File: src/rtl/lsu_access_pkg.sv
// Shared types and funct3 decode helpers for the LSU access controller.
package lsu_access_pkg;

    typedef enum logic [2:0] {
        IDLE,
        READ,
        WAIT,
        WRITE,
        RESP
    } state_e;

    localparam logic [2:0] F3_B  = 3'b000;
    localparam logic [2:0] F3_H  = 3'b001;
    localparam logic [2:0] F3_W  = 3'b010;
    localparam logic [2:0] F3_BU = 3'b100;
    localparam logic [2:0] F3_HU = 3'b101;

    function automatic logic is_legal(input logic we, input logic [2:0] funct3);
        logic legal;
        case (funct3)
            F3_B, F3_H, F3_W: legal = 1'b1;
            F3_BU, F3_HU:     legal = !we;
            default:          legal = 1'b0;
        endcase
        return legal;
    endfunction

    // Only meaningful for legal funct3; unsigned variants share the size bits.
    function automatic logic is_misaligned(input logic [2:0] funct3, input logic [1:0] addr_lo);
        logic mis;
        case (funct3[1:0])
            2'b01:   mis = addr_lo[0];
            2'b10:   mis = (addr_lo != 2'b00);
            default: mis = 1'b0;
        endcase
        return mis;
    endfunction

endpackage

File: src/rtl/lsu_lane_unit.sv
// Byte/halfword lane handling: load extraction with sign/zero extension and
// store merge of sub-word data into a previously read word.
module lsu_lane_unit
    import lsu_access_pkg::*;
(
    input  logic [2:0]  funct3,
    input  logic [1:0]  addr_lo,
    input  logic [31:0] rdata,
    input  logic [31:0] wdata,
    output logic [31:0] load_data,
    output logic [31:0] merge_data
);

    logic [7:0]  byte_sel;
    logic [15:0] half_sel;

    always_comb begin
        byte_sel = rdata[7:0];
        case (addr_lo)
            2'd0:    byte_sel = rdata[7:0];
            2'd1:    byte_sel = rdata[15:8];
            2'd2:    byte_sel = rdata[23:16];
            default: byte_sel = rdata[31:24];
        endcase
        half_sel = addr_lo[1] ? rdata[31:16] : rdata[15:0];
    end

    always_comb begin
        load_data = rdata;
        case (funct3)
            F3_B:    load_data = {{24{byte_sel[7]}}, byte_sel};
            F3_H:    load_data = {{16{half_sel[15]}}, half_sel};
            F3_BU:   load_data = {24'h0, byte_sel};
            F3_HU:   load_data = {16'h0, half_sel};
            default: load_data = rdata;
        endcase
    end

    always_comb begin
        merge_data = rdata;
        case (funct3)
            F3_B:    merge_data[{addr_lo, 3'b000} +: 8]        = wdata[7:0];
            F3_H:    merge_data[{addr_lo[1], 4'b0000} +: 16]   = wdata[15:0];
            default: merge_data = wdata;
        endcase
    end

endmodule

File: src/rtl/lsu_access_ctrl.sv
// Initiator side of the LSU word port: one request at a time, word-aligned
// bus cycles, read-modify-write for sub-word stores.
//
// state | meaning
// IDLE  | ready for a request; captures it on accept
// READ  | one-cycle word read strobe, loads latency counter
// WAIT  | counts down read latency, samples read data at terminal count
// WRITE | one-cycle word write strobe with full or merged word
// RESP  | one-cycle response pulse back to the core
module lsu_access_ctrl
    import lsu_access_pkg::*;
#(
    parameter int RD_LATENCY = 1
) (
    input  logic        clk,
    input  logic        rst,
    input  logic        i_req_vld,
    output logic        o_req_rdy,
    input  logic        i_req_we,
    input  logic [2:0]  i_req_funct3,
    input  logic [31:0] i_req_addr,
    input  logic [31:0] i_req_wdata,
    output logic        o_rsp_vld,
    output logic [31:0] o_rsp_rdata,
    output logic        o_rsp_err,
    output logic        o_lsu_we,
    output logic        o_lsu_re,
    output logic [31:0] o_lsu_addr,
    output logic [31:0] o_lsu_wdata,
    input  logic [31:0] i_lsu_rdata
);

    localparam logic [1:0] CNT_LOAD = 2'(RD_LATENCY - 1);

    state_e      state;
    logic        we_q;
    logic        err_q;
    logic [2:0]  f3_q;
    logic [31:0] addr_q;
    logic [31:0] word_q;
    logic [31:0] rdata_q;
    logic [1:0]  cnt_q;

    logic [31:0] load_data;
    logic [31:0] merge_data;

    // word_q holds the raw store data until the read returns, then the merged word.
    lsu_lane_unit u_lane (
        .funct3     (f3_q),
        .addr_lo    (addr_q[1:0]),
        .rdata      (i_lsu_rdata),
        .wdata      (word_q),
        .load_data  (load_data),
        .merge_data (merge_data)
    );

    always_ff @(posedge clk) begin
        if (rst) begin
            state   <= IDLE;
            we_q    <= 1'b0;
            err_q   <= 1'b0;
            f3_q    <= 3'b000;
            addr_q  <= 32'h0;
            word_q  <= 32'h0;
            rdata_q <= 32'h0;
            cnt_q   <= 2'd0;
        end else begin
            case (state)
                IDLE: begin
                    if (i_req_vld) begin
                        we_q    <= i_req_we;
                        f3_q    <= i_req_funct3;
                        addr_q  <= i_req_addr;
                        word_q  <= i_req_wdata;
                        rdata_q <= 32'h0;
                        if (!is_legal(i_req_we, i_req_funct3) ||
                            is_misaligned(i_req_funct3, i_req_addr[1:0])) begin
                            err_q <= 1'b1;
                            state <= RESP;
                        end else begin
                            err_q <= 1'b0;
                            state <= (i_req_we && i_req_funct3 == F3_W) ? WRITE : READ;
                        end
                    end
                end
                READ: begin
                    cnt_q <= CNT_LOAD;
                    state <= WAIT;
                end
                WAIT: begin
                    if (cnt_q == 2'd0) begin
                        if (we_q) begin
                            word_q <= merge_data;
                            state  <= WRITE;
                        end else begin
                            rdata_q <= load_data;
                            state   <= RESP;
                        end
                    end else begin
                        cnt_q <= cnt_q - 2'd1;
                    end
                end
                WRITE: state <= RESP;
                RESP:  state <= IDLE;
                default: state <= IDLE;
            endcase
        end
    end

    assign o_req_rdy   = (state == IDLE);
    assign o_lsu_re    = (state == READ);
    assign o_lsu_we    = (state == WRITE);
    assign o_rsp_vld   = (state == RESP);
    assign o_rsp_err   = (state == RESP) && err_q;
    assign o_rsp_rdata = (state == RESP) ? rdata_q : 32'h0;
    assign o_lsu_wdata = (state == WRITE) ? word_q : 32'h0;
    assign o_lsu_addr  = (state == READ || state == WAIT || state == WRITE) ?
                         {addr_q[31:2], 2'b00} : 32'h0;

endmodule
File: config.mk
export PLATFORM = sky130hd
export DESIGN_NAME = lsu_access_ctrl
export DESIGN_NICKNAME = d
export VERILOG_FILES = /design/src/rtl/lsu_access_pkg.sv /design/src/rtl/lsu_lane_unit.sv /design/src/rtl/lsu_access_ctrl.sv
export SDC_FILE = /design/constraint.sdc
export NUM_CORES = 1
export LEC_CHECK = 0
export CORE_MARGIN = 5
export CORE_UTILIZATION = 60
export DETAILED_ROUTE_END_ITERATION = 10
export DONT_BUFFER_PORTS = 1
export PLACE_DENSITY = 0.76
export SLEW_MARGIN = 20
export SYNTH_ARGS = -nofsm -noshare
export SYNTH_HDL_FRONTEND = slang
export SYNTH_HIERARCHICAL = 1
export SYNTH_SLANG_ARGS = --single-unit
File: constraint.sdc
create_clock -name clk -period 6.9 [get_ports clk]
set_clock_uncertainty 0.2 [all_clocks]
set_input_delay 1.38 -clock clk [delete_from_list [all_inputs] [get_ports clk]]
set_output_delay 1.38 -clock clk [all_outputs]
set_load 0.005 [all_outputs]
==> summary.md <==
| Metric | Value |
|---|---|
| Power per Cell Area | 215.1 nW/um2 |
| Tcrit/Tclk final | 0.5562 |
| FF+latch count, synth | 106 |
| Status | complete, no violations |
| Pin count of the biggest net entering global routing | roughly 110 |
| Syn Std Cell Area | 7057 um2 |
| P_leak | between 0.002 and 0.003 uW |
| Met1 wire length | 8.360 mm |
| Max incr delay on CP | 0.71 ns |
| Tot GR Track Use | 0.2782 |
| Worst-path clk slew | 0.07 ns |
| Sequential share of the synthesized area | 0.3007 |
| RSZ-0062 raised after global routing | no |
| Final Max Slew Viols | 0 |
| Crit Path Max Fanout | 36 |
| Relative slew slack | 0.3260 |
| Top-Level Pins | about 200 |
| DR pass1 iterations | 7 |
| Most frequent cells in the layout | dfxtp_1, nand2_1, and2_1 |
| VDD IR max | 0.0001519 V |
| Largest family of logic cells by synthesized area | simple AND/OR/NAND/NOR gates |
| Worst setup SP type | flip-flop |
| Critical Path End | o_lsu_addr[5] |
| Via count | approximately 6300 |
| Area after DPL | ~7000 um2 |
| Core footprint | between 10000 and 15000 um2 |
| CTS buffer count | 9 |
| Crit Path Category | flip-flop to output port |
| Avg Cell Area, Syn | 8.149 um2 |
| Antenna Nets Post-Route | 0 |
| RR Endpoint | rdata_q[30] |
| Setup_tns | 0 ns |
| Gates resized, CTS repair | 0 |
| WL met3 | 2.283 mm |
| Commonest non-fill, non-tap cell in the layout | dfxtp_1 |
| Synth cell types | 57 |
| # rows | 39 |
| TritonCTS clock tree | done |
| XOR/XNOR share of the synthesized area | 0 |
| Crit end category | output port |
| Worst-Skew Late Latency | 0.36 ns |
| Final WS setup | 3.062 ns |
| CTS root buf | clkbuf_16 |
| GRT overflow | 0 |
| Path type of the worst min-delay path | flip-flop to flip-flop |
| Synth Area in Simple Gates | 0.2956 |
| Die ar. | 14030 um2 |
| Ys Warns | 6 |
| R2R Setup Slk | 3.81 ns |
| Critical Path Stages | 3 |
| Crit path time final | 3.838 ns |
| Compound-gate portion of the synthesized area | 0.2440 |
| Port Buffers | 0 |
| # nets final | 914 |
| Top sig layer | met4 |
| Post-synth top area share | 0.3007 |
| Layout Cells excl Fill | 949 |
| Initial cell density of the core | 0.6154 |
| Core Util, Final | 0.6260 |
| Max Clk Rate | roughly 0.26 GHz |
| Worst Tran Pin Value | 1.011 ns |
| Worst r2r src | addr_q[1] |
| WL met2 | 9.403 mm |
| EDFF count, synth | 0 |
| Design area | 7178 um2 |
| Synth Area in Adders | 0.01773 |
| Crit-path cells | nor2_4 -> nor2_2 -> and2_1 |
| Slowest cell on the critical path | dfxtp_1 |
| Layout Area Growth over Synthesis | 1.720% |
| Die Height | 118.5 um |
| Drt wl/cell | ~22 um |
| Area contributors post-synth | dfxtp_1, and2_1, a221o_1 |
| Critical path required time | 5.32 ns |
| Hold-fix buffers, CTS | 0 |
| DR vias/cell | 6.610 |
| Layout cells sized above 1 | 0.1092 |
| Max-Cap Viols | 0 |
| Initial antenna violation count | 0 |
| DR iter-0 viols | 832 |
| N_diodes | 0 |
| Ys flop type | dfxtp_1 |
| CP bufs+invs | 0 |
| Place WS | 3.002 ns |
| Routed wire length | slightly above 20 mm |
| Global-route wire length before repair | 31.82 mm |
| Mapped Cells | about 870 |
| First element of the critical path | state[1] |
| Reg2reg path depth | 7 |
| Setup violators final | 0 |
| Post-CTS Setup Repair Bufs | 0 |
| DP HPWL | 14.56 mm |
| Number of global-route vias before repair | around 6000 |
| Mux contribution to synthesized area | 0.07057 |
| Crit path max-delay family | simple AND/OR/NAND/NOR gates |
| Clock Path Buffers | 2 |
| Area leader, netlist | dfxtp_1 |
| Final hold viol count | 0 |
| CTS Sinks | 106 |
| Dpl cells | 933 |
| H-tree levels | 3 |
| GPL Wtd Cong | 0.8890 |
| DIE WIDTH | 118.5 um |
| CP arrival | around 2.3 ns |
| Remaining DRCs | 0 |
| Async SR Flop Fraction | 0 |
-- synth_stat cells (2+ instances only) --
| library cell | instances |
|---|---|
| or2_1 | 3 |
| a221oi_1 | 2 |
| buf_4 | 11 |
| buf_6 | 9 |
| a221o_1 | 40 |
| mux2i_1 | 34 |
| nand2b_1 | 37 |
| a211oi_2 | 28 |
| nor2_1 | 45 |
| nor4_2 | 2 |
| a211oi_1 | 6 |
| o21bai_1 | 2 |
| and2_1 | 65 |
| a22o_1 | 16 |
| o31ai_1 | 2 |
| nand3b_1 | 8 |
| a21oi_1 | 46 |
| and3_1 | 41 |
| nand2_1 | 102 |
| a21oi_4 | 2 |
| ha_1 | 10 |
| nor3_1 | 2 |
| mux2_2 | 14 |
| clkbuf_1 | 41 |
| o22ai_1 | 2 |
| a22oi_1 | 4 |
| nor4bb_1 | 3 |
| inv_1 | 11 |
| nand3_1 | 49 |
| buf_2 | 22 |
| dfxtp_1 | 106 |
| a222oi_1 | 13 |
| nor3b_1 | 3 |
| nor2b_1 | 21 |
| o21ai_0 | 42 |
-- layer usage --
metal	GRT usage	up-vias
met5	0	-
met4	0.09851	0
met3	0.07832	30
met2	0.4420	316
met1	0.3633	2949
li1	-	2978
-- layout make-up --
| class | count | area, um2 |
|---|---|---|
| multi-input combinational | 665 | 4474 |
| fill | 1048 | 4289 |
| sequential | 106 | 2123 |
| clock buffer | 10 | 229.0 |
| tap | 143 | 178.9 |
| clock inverter | 6 | 75.07 |
| timing repair buffer | 7 | 52.55 |
| inverter | 12 | 45.04 |
-- state kept, by name, indices dropped and copies added (netlist names) --
signal	flops
addr_q	32
rdata_q	32
word_q	32
f3_q	3
state	3
cnt_q	2
err_q	1
we_q	1
-- tightest hold or removal path, cell delays in order, from the launching register on --
cell and delay, ns:
dfxtp_1 0.31, nand2_1 0.05, a21oi_1 0.05
-- metrics by stage --
step | total power [uW] | hold WS (ns)
final | 1544 | 0.2498
after floorplan | 978.9 | 0.2317
after global placement | 1008 | 0.2333
after detailed placement | 1019 | 0.2387
after global routing | 1612 | 0.2627
after CTS | 1547 | 0.2504
-- logic make-up (layout without fill, tap and decap cells) --
family,after synthesis,after routing
AO/OA/AOI/OAI,214,214
buffers and inverters,96,35
adder cells (fa/ha/maj),10,10
multiplexers,48,48
flip-flops,106,106
other,1,2
AND/OR/NAND/NOR,391,391
-- power by group --
part / leakage [uW] / switching [uW] / internal (uW)
sequential: 0.000869 / 47.8 / 648
combinational: 0.00167 / 183 / 137
clock: 0.000145 / 242 / 287
total: 0.00268 / 473 / 1070
-- worst min-delay path by stage --
stage / from / slack (ns) / end / depth (start not counted)
CTS: addr_q[22] / 0.25 / addr_q[22] / 2
global route: addr_q[26] / 0.26 / addr_q[26] / 2
global placement: addr_q[10] / 0.23 / addr_q[10] / 2
detailed placement: addr_q[22] / 0.24 / addr_q[22] / 2
floorplan: addr_q[10] / 0.23 / addr_q[10] / 2
finish: addr_q[17] / 0.25 / addr_q[17] / 2
No activity file was read; power rests on OpenSTA's default activity.
